File: src/rtl/game_pkg.sv
// Shared game types: turn-timer FSM state encoding and the default turn length.
// Pure declarations, no logic; imported by the timer and any FSM that decodes its state.
package game_pkg;

  typedef enum logic [1:0] {T_IDLE, T_RUN, T_EXPIRED} timer_state_t;

  localparam int TURN_SECONDS_DEFAULT = 10;

endpackage

File: src/rtl/tick_gen.sv
// 1 Hz prescaler: counts 0..CLK_FREQ_HZ-1 while en, tick is high combinationally at the terminal count.
// Latency: first tick CLK_FREQ_HZ cycles after clr drops with en high; no backpressure, clr wins over en.
module tick_gen #(
  parameter int CLK_FREQ_HZ = 50_000_000
) (
  input  logic clk,
  input  logic rst,
  input  logic en,
  input  logic clr,
  output logic tick
);

  // A 1 Hz clock would give a zero-width counter; keep at least one bit.
  localparam int          W    = (CLK_FREQ_HZ > 1) ? $clog2(CLK_FREQ_HZ) : 1;
  localparam logic [W-1:0] TERM = W'(CLK_FREQ_HZ - 1);

  logic [W-1:0] r_cnt;

  always_ff @(posedge clk or posedge rst) begin
    if (rst) begin
      r_cnt <= '0;
    end else if (clr) begin
      r_cnt <= '0;
    end else if (en) begin
      r_cnt <= (r_cnt == TERM) ? '0 : r_cnt + W'(1);
    end
  end

  assign tick = en && (r_cnt == TERM);

endmodule

File: src/rtl/turn_timer.sv
// Per-turn countdown: loads TURN_SECONDS on start, decrements at 1 Hz, pulses timeout on reaching 0.
// Outputs registered, valid the cycle after the causing edge; no backpressure, priority start > stop > tick.
module turn_timer
  import game_pkg::*;
#(
  parameter int CLK_FREQ_HZ  = 50_000_000,
  parameter int TURN_SECONDS = TURN_SECONDS_DEFAULT
) (
  input  logic       clk,
  input  logic       rst,
  input  logic       start,
  input  logic       stop,
  output logic [3:0] seconds,
  output logic       running,
  output logic       timeout
);

  localparam logic [3:0] RELOAD = 4'(TURN_SECONDS);

  timer_state_t r_state;
  timer_state_t w_state_nxt;
  logic [3:0]   r_seconds;
  logic [3:0]   w_seconds_nxt;
  logic         r_running;
  logic         r_timeout;
  logic         w_timeout_nxt;
  logic         w_tick;
  logic         w_pre_en;
  logic         w_pre_clr;

  // Any start or stop realigns the second boundary to the command.
  assign w_pre_en  = (r_state == T_RUN);
  assign w_pre_clr = start || stop || (r_state != T_RUN);

  tick_gen #(
    .CLK_FREQ_HZ (CLK_FREQ_HZ)
  ) u_tick_gen (
    .clk  (clk),
    .rst  (rst),
    .en   (w_pre_en),
    .clr  (w_pre_clr),
    .tick (w_tick)
  );

  always_ff @(posedge clk or posedge rst) begin
    if (rst) begin
      r_state   <= T_IDLE;
      r_seconds <= RELOAD;
      r_running <= 1'b0;
      r_timeout <= 1'b0;
    end else begin
      r_state   <= w_state_nxt;
      r_seconds <= w_seconds_nxt;
      r_running <= (w_state_nxt == T_RUN);
      r_timeout <= w_timeout_nxt;
    end
  end

  always_comb begin
    w_state_nxt   = r_state;
    w_seconds_nxt = r_seconds;
    w_timeout_nxt = 1'b0;
    if (start) begin
      w_state_nxt   = T_RUN;
      w_seconds_nxt = RELOAD;
    end else if (stop) begin
      w_state_nxt   = T_IDLE;
      w_seconds_nxt = RELOAD;
    end else if ((r_state == T_RUN) && w_tick) begin
      if (r_seconds > 4'd1) begin
        w_seconds_nxt = r_seconds - 4'd1;
      end else begin
        w_state_nxt   = T_EXPIRED;
        w_seconds_nxt = 4'd0;
        w_timeout_nxt = 1'b1;
      end
    end
  end

  assign seconds = r_seconds;
  assign running = r_running;
  assign timeout = r_timeout;

endmodule

File: config.mk
export PLATFORM = sky130hd
export DESIGN_NAME = turn_timer
export DESIGN_NICKNAME = d
export VERILOG_FILES = /design/src/rtl/game_pkg.sv /design/src/rtl/tick_gen.sv /design/src/rtl/turn_timer.sv
export SDC_FILE = /design/constraint.sdc
export NUM_CORES = 1
export LEC_CHECK = 0
export ABC_AREA = 1
export CAP_MARGIN = 20
export CORE_UTILIZATION = 40
export CTS_CLUSTER_DIAMETER = 50
export CTS_CLUSTER_SIZE = 25
export DETAILED_ROUTE_END_ITERATION = 10
export SLEW_MARGIN = 10
export SYNTH_ARGS = -nofsm -noshare
export SYNTH_HDL_FRONTEND = slang
export SYNTH_HIERARCHICAL = 1
export SYNTH_SLANG_ARGS = --single-unit
export TNS_END_PERCENT = 30
File: constraint.sdc
create_clock -name clk -period 1.76 [get_ports clk]
set_clock_uncertainty 0.15 [all_clocks]
set_input_delay 0.176 -clock clk [delete_from_list [all_inputs] [get_ports clk]]
set_output_delay 0.176 -clock clk [all_outputs]
set_load 0.005 [all_outputs]
== Word level (Yosys, flattened, before mapping) ==
Index checks and enable logic that the tools add are counted.

* Output and inout bits: 6
* Flip-flop bits (word level): 34
* Latch bits: 0
* Memories kept: 0
* Input bits: 4
* Word-level logic and storage cells: 33
* Memory bits (writable): 0
* Bits in read-only memories: 0

* $add $sub $neg: 2
* Multiply operators: 0
* Shifts and indexed selects: 0
* Bitwise logic cells: 0
* Mux-type cells: 15
* Div/mod/pow operators: 0
* Equality and inequality tests: 4
* $lt $le $gt $ge: 1
* Reductions and logical operators: 6

{| class="wikitable"
|+ Operators by type and width
! cell !! number
|-
| $mux W26 || 3
|-
| $add A26 B1 Y26 const B || 1
|-
| $eq A26 B26 Y1 const B || 1
|-
| $mux W4 || 4
|-
| $mux W2 || 4
|-
| $eq A2 B1 Y1 const B || 2
|-
| $gt A4 B1 Y1 const B || 1
|-
| $mux W1 || 4
|-
| $sub A4 B1 Y4 const B || 1
|-
| $reduce_bool A3 Y1 || 1
|-
| $logic_and A1 B1 Y1 || 2
|-
| $logic_or A1 B1 Y1 || 2
|-
| $ne A2 B1 Y1 const B || 1
|-
| $reduce_bool A2 Y1 || 1
|}

== Longest topological paths before layout ==
Gate-level depths: netlist (run 1).

* Word-level depth: 7
* Mapped depth: 12
* Depth with buffers taken out: 12

== Modules after synthesis ==
The synthesis (run 1) kept the hierarchy.

{| class="wikitable"
|+ By module, submodules not included
! module !! area each (sq um) !! instances !! cells each !! sequential area each (sq um)
|-
| tick_gen || 1642.8 || 1 || 231 || 650.6
|-
| turn_timer || 474.2 || 1 || 55 || 202.7
|}

== Least setup slack after synthesis (run 1) ==
OpenSTA, ideal clock, no wires.

* Path type: reg-to-reg
* Start point: register u_tick_gen.r_cnt[0]
* End point: register r_running, in the netlist running
* Buffers on the path: 0
* Cell stages (with the launch flop): 12
* Slack: -44 ps
* Period minus slack after synthesis: 1804 ps
* Required time: 1492 ps
* Library setup time: 118 ps
* Arrival: 1537 ps
* Cells stage by stage: dfrtp_1 -> ha_1 -> nand2_1 -> nand3b_1 -> nor2_1 -> nand2_1 -> nor2_1 -> inv_1 -> nor2_2 -> nand2_2 -> a21oi_2 -> nor2_1

* Word-level cells in the longest chain between the ends: 7

{| class="wikitable"
|+ RTL lines
! what !! line !! text
|-
| from (decl) || tick_gen.sv:17 || <nowiki>logic [W-1:0] r_cnt;</nowiki>
|-
| from (signal assigned) || tick_gen.sv:25 || <nowiki>r_cnt <= (r_cnt == TERM) ? '0 : r_cnt + W'(1);</nowiki>
|-
| $eq A26 B26 Y1 || tick_gen.sv:29 || <nowiki>assign tick = en && (r_cnt == TERM);</nowiki>
|-
| $logic_and A1 B1 Y1 || tick_gen.sv:29 ||
|-
| net w_tick || turn_timer.sv:27 || <nowiki>logic w_tick;</nowiki>
|-
| $logic_and A1 B1 Y1 || turn_timer.sv:69 || <nowiki>end else if ((r_state == T_RUN) && w_tick) begin</nowiki>
|-
| $mux W2 || turn_timer.sv:69 ||
|-
| $mux W2 || turn_timer.sv:66 || <nowiki>end else if (stop) begin</nowiki>
|-
| $mux W2 || turn_timer.sv:63 || <nowiki>if (start) begin</nowiki>
|-
| $eq A2 B1 Y1 || turn_timer.sv:54 || <nowiki>r_running <= (w_state_nxt == T_RUN);</nowiki>
|-
| to (signal assigned) || turn_timer.sv:54 ||
|-
| to (decl) || turn_timer.sv:24 || <nowiki>logic r_running;</nowiki>
|}

The timed path passes the listed nets, and every way through them passes these cells.
A chain may end at the register's enable or synchronous reset.

== Worst setup path after layout (run 1) ==
* Start point: register u_tick_gen.r_cnt[1]
* End point: register r_running, in the netlist running

The elaborated chain is that of the path after synthesis.

==> impl_metrics.tcl, run 1 <==
set metrics [dict create \
    floorplan.initialDensity_pct 41.5 \
    syn2layout_area_growth_pct 32.2 \
    avgSynthCellArea_um2 7.40 \
    rows 26 \
    core_area_um2 5110 \
    cp.required_ns 1.77 \
    die-area_um2 5590 \
    gp_congestion 0.907 \
    place_ws_ns -0.164 \
    max_freq_mhz 554 \
    cap_viol_max_count 0 \
    clock_sinks 34 \
    grt_use_total_pct 20.0 \
    rsz0062_at_grt "true" \
    startpoint_type "flip-flop" \
    min_path_type "in2async" \
    violations "setup timing" \
    vias 1968 \
    grt_antenna_before_repair 0 \
    crit_fanout 2 \
    nets 351 \
    cts_root_buffer "clkbuf_8" \
    drt_iter0_markers 153 \
    synth_edf_count 0 \
    viasPerCell 4.74 \
    diodes 0 \
    cts_hold_buf 0 \
    grt_max_degree 27 \
    antenna_left 0 \
    yosysSeqAreaShare_pct 40.3 \
    p_per_area_nw_per_um2 522 \
    finalHoldViolations 0 \
    irDropWorstVdd_uv 468 \
    fin_setup_tns_ns -0.0850 \
    clk_path_buf_depth 2 \
    cts_htree_levels 2 \
    firstDrtPassIters 4 \
    post-dp-hpwl_um 3850 \
    place_inst 404 \
    slew_headroom_pct 76.9 \
    insertion_delay_ns 0.28 \
    drc 0 \
    dieHeight_um 74.8 \
    worst_slack_ns -0.0440 \
    routedWlPerCell_um 12.1 \
    yosysWarnings 6 \
    cts_buffers 5 \
    post-route-period-util_pct 103 \
    maxSlewViolCount 0 \
    crit_path_end_kind "flip-flop" \
    grt_pass1_wl_um 8250 \
    status "complete, but fails checks" \
    async_flop_share_pct 100 \
    p_leak_nw 1.20 \
    setup_viol 4 \
    worstMarginPinSlew_ns 0.347 \
    syn_inst 286 \
    ios 10 \
    synth_flop_cell "dfrtp_1" \
    layout-drive-gt1-share_pct 29.9 \
    synth-seq-cells 34 \
    fin_crit_ns 1.80 \
    die_w_um 74.8 \
    netlist_area_um2 2120 \
    wl_um 5040 \
    crit_arrival_ns 1.82 \
    synth.distinct_cells 31 \
    clk_pin_slew_ns 0.07 \
    grt-ovfl-total 0 \
    io_buffers 9 \
    synth_nets 293 \
    worst-setup-path-type "reg2reg" \
    grt_pass1_vias 1781 \
    stdcell_count 415 \
    cts_tree "built" \
]
==> cell usage after synthesis, types with 2 or more instances <==
cell type / count / area share [%]
o21ai_0: 5 / 1.2
nand2_2: 6 / 1.8
nor2_4: 5 / 2.7
nand2_4: 2 / 1.1
a21oi_1: 5 / 1.2
nor2_1: 55 / 9.8
dfrtp_1: 32 / 38
inv_1: 36 / 6.4
dfstp_2: 2 / 2.5
inv_2: 4 / 0.71
and2_1: 2 / 0.59
xor2_1: 9 / 3.7
a21oi_2: 2 / 0.83
ha_1: 3 / 1.8
nand2_1: 64 / 11
nor3_1: 2 / 0.47
nand4_1: 9 / 2.7
nor2_2: 14 / 4.1
nand3b_1: 2 / 0.71
nand3_1: 14 / 3.3
xnor2_1: 3 / 1.2
==> final cells by class <==
| class | count | area [um2] |
|---|---|---|
| fill | 511 | 2310 |
| multi-input combinational | 208 | 1160 |
| sequential | 34 | 853 |
| timing repair buffer | 52 | 425 |
| inverter | 42 | 175 |
| tap | 70 | 87.6 |
| clock buffer | 8 | 80.1 |
| timing repair inverter | 1 | 16.3 |
==> per-layer routing <==
layer  GRT usage [%]  wire length [um]  share of wire (%)
met1            28.7              2570                 51
met4            7.34                96                1.9
met5               0                 0                  0
met2            29.7              2150                 43
met3            4.02               218                4.3
==> kinds of logic after synthesis <==
group                      count (synthesis)  share of synthesized area, %
adders and majority gates                  3                          1.77
AOI/OAI and AO/OA                         16                          4.61
buffers and inverters                     44                          9.10
and+or+nand+nor                          177                          39.2
DFF                                       34                          40.3
xor gates and xnor gates                  12                          4.96
==> flip-flops by register name, indices dropped and copies added (netlist names) <==
register	count
running	1
timeout	1
r_state	2
u_tick_gen/r_cnt	26
seconds	4
==> where the power goes <==
group	switching [mW]	internal [mW]	total [mW]
Combinational	0.0752	0.0448	0.120
Sequential	0.00243	0.786	0.789
Clock	0.270	0.281	0.551
==> layout by cell type, fill, tap and decap left out, drive strengths merged <==
| master | count |
|---|---|
| nor2 | 74 |
| nand4 | 9 |
| nand2 | 72 |
| clkbuf | 8 |
| inv | 41 |
| nand3b | 2 |
| dfrtp | 32 |
| o21bai | 1 |
| clkdlybuf4s50 | 9 |
| nand3 | 15 |
| xor2 | 9 |
| ha | 3 |
| nor3 | 2 |
| buf | 43 |
| a21oi | 7 |
| clkinv | 2 |
| o21ai | 7 |
| dfstp | 2 |
| xnor2 | 3 |
| a221oi | 1 |
| and2 | 2 |
| or2 | 1 |
==> path summary, 6_finish.rpt <==
kind,from,endpoint,slack (ns),cells past startpoint
worst max-delay path,u_tick_gen/r_cnt[1]$_DFFE_PP0P_,running$_DFF_PP0_,-0.04,11
worst min-delay path,rst,timeout$_DFF_PP0_,0.01,2
worst max register to register,u_tick_gen/r_cnt[1]$_DFFE_PP0P_,running$_DFF_PP0_,-0.04,11
worst min register to register,r_state[1]$_DFF_PP0_,r_state[1]$_DFF_PP0_,0.37,2
max in group asynchronous,rst,u_tick_gen/r_cnt[10]$_DFFE_PP0P_,1.07,3
min in group clk,r_state[1]$_DFF_PP0_,r_state[1]$_DFF_PP0_,0.37,2
==> through the flow <==
step	instance area [um2]	total power [mW]	hold slack (ns)	utilization [%]
6_report	2800	1.46	0.0103	54.8
5_1_grt	2800	1.54	0.0520	54.8
4_1_cts	2690	1.48	0.0142	52.6
3_5_place_dp	2600	0.911	0.331	50.9
3_3_place_gp	2600	0.911	0.326	50.9
2_1_floorplan	2120	0.865	-0.160	-
==> critical path, cell delays in order (launching register included) <==
cell	delay, ns
dfrtp_1	0.36
ha_2	0.20
nand2_2	0.06
nand3b_1	0.15
nor2_1	0.11
nand2_1	0.09
nor2_2	0.11
inv_1	0.06
nor2_2	0.12
nand2_2	0.06
a21oi_2	0.15
nor2_1	0.07
==> repair_timing <==
| item | CTS | global route |
|---|---|---|
| pin swaps | 1 | 4 |
| setup buffers | 0 | 2 |
| gates resized for setup | 3 | 22 |
| setup endpoints to repair | 11 | 33 |
| gates cloned | 0 | 1 |
Note: power is estimated with default switching activity, not from simulation.
==> run 2: changes to the inputs <==
Clock period 1.76 ns to 1.6 ns, I/O delays scaled along.
==> run 2 against run 1 <==
Compared with the run above:
- combinational power up 23%
- first-iteration DRC count shrank 2.0%
- cell count grew 2.7%
- die area is the same
- sequential share of layout area down 1.4 points
- the run ends with hold timing, setup timing left
- critical path depth stayed put
- worst setup slack lost 0.11 ns
- wire length up 3.9%
- utilization increased by 2.6 points
- maximum frequency up 3.1%
- flip-flop and latch count is the same
==> impl_metrics.tcl, run 2 (synthesized netlist as in run 1, its figures left out) <==
set metrics [dict create \
    status "complete, but fails checks" \
    violations "hold timing, setup timing" \
    r2r-end "running$_DFF_PP0_" \
    clock_sinks 34 \
    nets 362 \
    clk_pin_slew_ns 0.07 \
    clk_path_buf_depth 2 \
    r2r_slack_ns -0.15 \
    fin_crit_ns 1.75 \
    stdcell_count 426 \
    max_freq_mhz 571 \
    crit_arrival_ns 1.78 \
    drc 0 \
    die-area_um2 5590 \
    worst-path-buf-inv 1 \
    cp-endpoint "running$_DFF_PP0_" \
    cts_root_buffer "clkbuf_8" \
    place_inst 414 \
    grt_max_degree 27 \
    viasPerCell 4.65 \
    cts_htree_levels 2 \
    dieHeight_um 74.8 \
    p_per_area_nw_per_um2 558 \
    rows 26 \
    vias 1982 \
    core_area_um2 5110 \
    grt_pass1_vias 1914 \
    post-route-period-util_pct 109 \
    crit_fanout 2 \
    routedWlPerCell_um 12.3 \
    cap_viol_max_count 0 \
    insertion_delay_ns 0.29 \
    maxSlewViolCount 0 \
    busiest_layer "met2" \
    worst_slack_ns -0.150 \
    critPathTopFamily "simple AND/OR/NAND/NOR gates" \
    grtUsageMet2_pct 33.6 \
    die_w_um 74.8 \
    placed_area_um2 2690 \
    crit_cells 11 \
    cts_tree "built" \
    antenna_left 0 \
    layout-drive-gt1-share_pct 35.1 \
    layout_commonest_cell "nand2_1" \
    layout_common_cells "55 x nand2_1, 50 x buf_4, 45 x nor2_1" \
    post-route-util_pct 57.3 \
    slew_headroom_pct 77.2 \
    crit_start "u_tick_gen/r_cnt[0]$_DFFE_PP0P_" \
    cpMaxStageDelayCell "dfrtp_1" \
    place_ws_ns -0.328 \
    worstMarginPinSlew_ns 0.342 \
    floorplan.initialDensity_pct 41.5 \
    firstDrtPassIters 4 \
    p_leak_nw 1.27 \
    final_cell_area_um2 2930 \
    grt_antenna_before_repair 0 \
    hold_ws_ns -0.000779 \
    rsz0062_at_grt "true" \
    min_path_type "in2async" \
    grt_pass1_wl_um 8870 \
    post-dp-hpwl_um 3840 \
    gp_congestion 0.864 \
    crit_path_end_kind "flip-flop" \
    p_total_mw 1.64 \
    crit_chain "ha_2, nand2_2, nand3b_1, nor2_1, nand2_2, nor2_4, inv_2, nor2_4, nand2_2, a21oi_2, nor2_1" \
    ios 10 \
    met3_usage_pct 5.22 \
    syn2layout_area_growth_pct 38.4 \
    max_stage_delay_ns 0.37 \
    crit_top_cell "nand2_2" \
    grtUsageMet1_pct 28.9 \
    cts_buffers 5 \
    cp.required_ns 1.63 \
    finalHoldViolations 6 \
    fin_setup_tns_ns -2.24 \
    diodes 0 \
    largest-register "u_tick_gen/r_cnt" \
    irDropWorstVdd_uv 399 \
    setup_viol 31 \
    drt_iter0_markers 150 \
    largest_reg_flops 26 \
    worst-setup-path-type "reg2reg" \
    grt-ovfl-total 0 \
    reg2reg_from "u_tick_gen/r_cnt[0]$_DFFE_PP0P_" \
    startpoint_type "flip-flop" \
    rr_worst_depth 11 \
    grt_use_total_pct 21.5 \
    io_buffers 9 \
    wl_um 5230 \
]
## run 2: cell types whose count changed in the layout (fill, tap and decap cells not counted), moves of 3 or more
| cell | before | now |
|---|---|---|
| nand2_2 | 8 | 14 |
| nor2_4 | 9 | 12 |
| nor2_1 | 48 | 45 |
| nand2_1 | 61 | 55 |
| buf_4 | 42 | 50 |
## run 2: timing repair
| action | in CTS | in global routing |
|---|---|---|
| endpoints found under the setup margin | 34 | 34 |
| hold buffers | 0 | 0 |
| gates cloned | 1 | 0 |
| setup buffers | 2 | 1 |
| pin swaps | 15 | 4 |
| gates resized for setup | 33 | 8 |
## run 2: layout make-up
cell class / instances / area, um2
timing repair inverter: 1 / 16.3
sequential: 34 / 853
inverter: 42 / 175
clock buffer: 8 / 80.1
tap: 70 / 87.6
multi-input combinational: 208 / 1190
timing repair buffer: 63 / 526
fill: 484 / 2180
## run 2: worst min-delay path by stage
stage	end	startpoint	slack, ns	cells past startpoint
2_1_floorplan	r_state[0]$_DFF_PP0_	rst	-0.18	1
3_3_place_gp	timeout$_DFF_PP0_	rst	0.31	2
3_5_place_dp	timeout$_DFF_PP0_	rst	0.32	2
4_1_cts	timeout$_DFF_PP0_	rst	0.004	2
5_1_grt	seconds[0]$_DFFE_PP0P_	rst	0.05	2
6_report	seconds[2]$_DFFE_PP0P_	rst	-0.0008	2
## run 2: report_power, final
group / internal [mW] / leakage, nW / switching, mW
Clock: 0.309 / 0.0395 / 0.311
Sequential: 0.865 / 0.461 / 0.00258
Combinational: 0.0609 / 0.768 / 0.0871
Total: 1.23 / 1.27 / 0.401
## run 2: metal layers
| layer | part of all wire [%] | vias to the layer above | routed length [um] |
|---|---|---|---|
| met2 | 46 | 46 | 2430 |
| li1 | - | 1017 | - |
| met3 | 4.5 | 12 | 233 |
| met4 | 1.9 | 0 | 102 |
| met5 | 0 | - | 0 |
| met1 | 47 | 907 | 2470 |
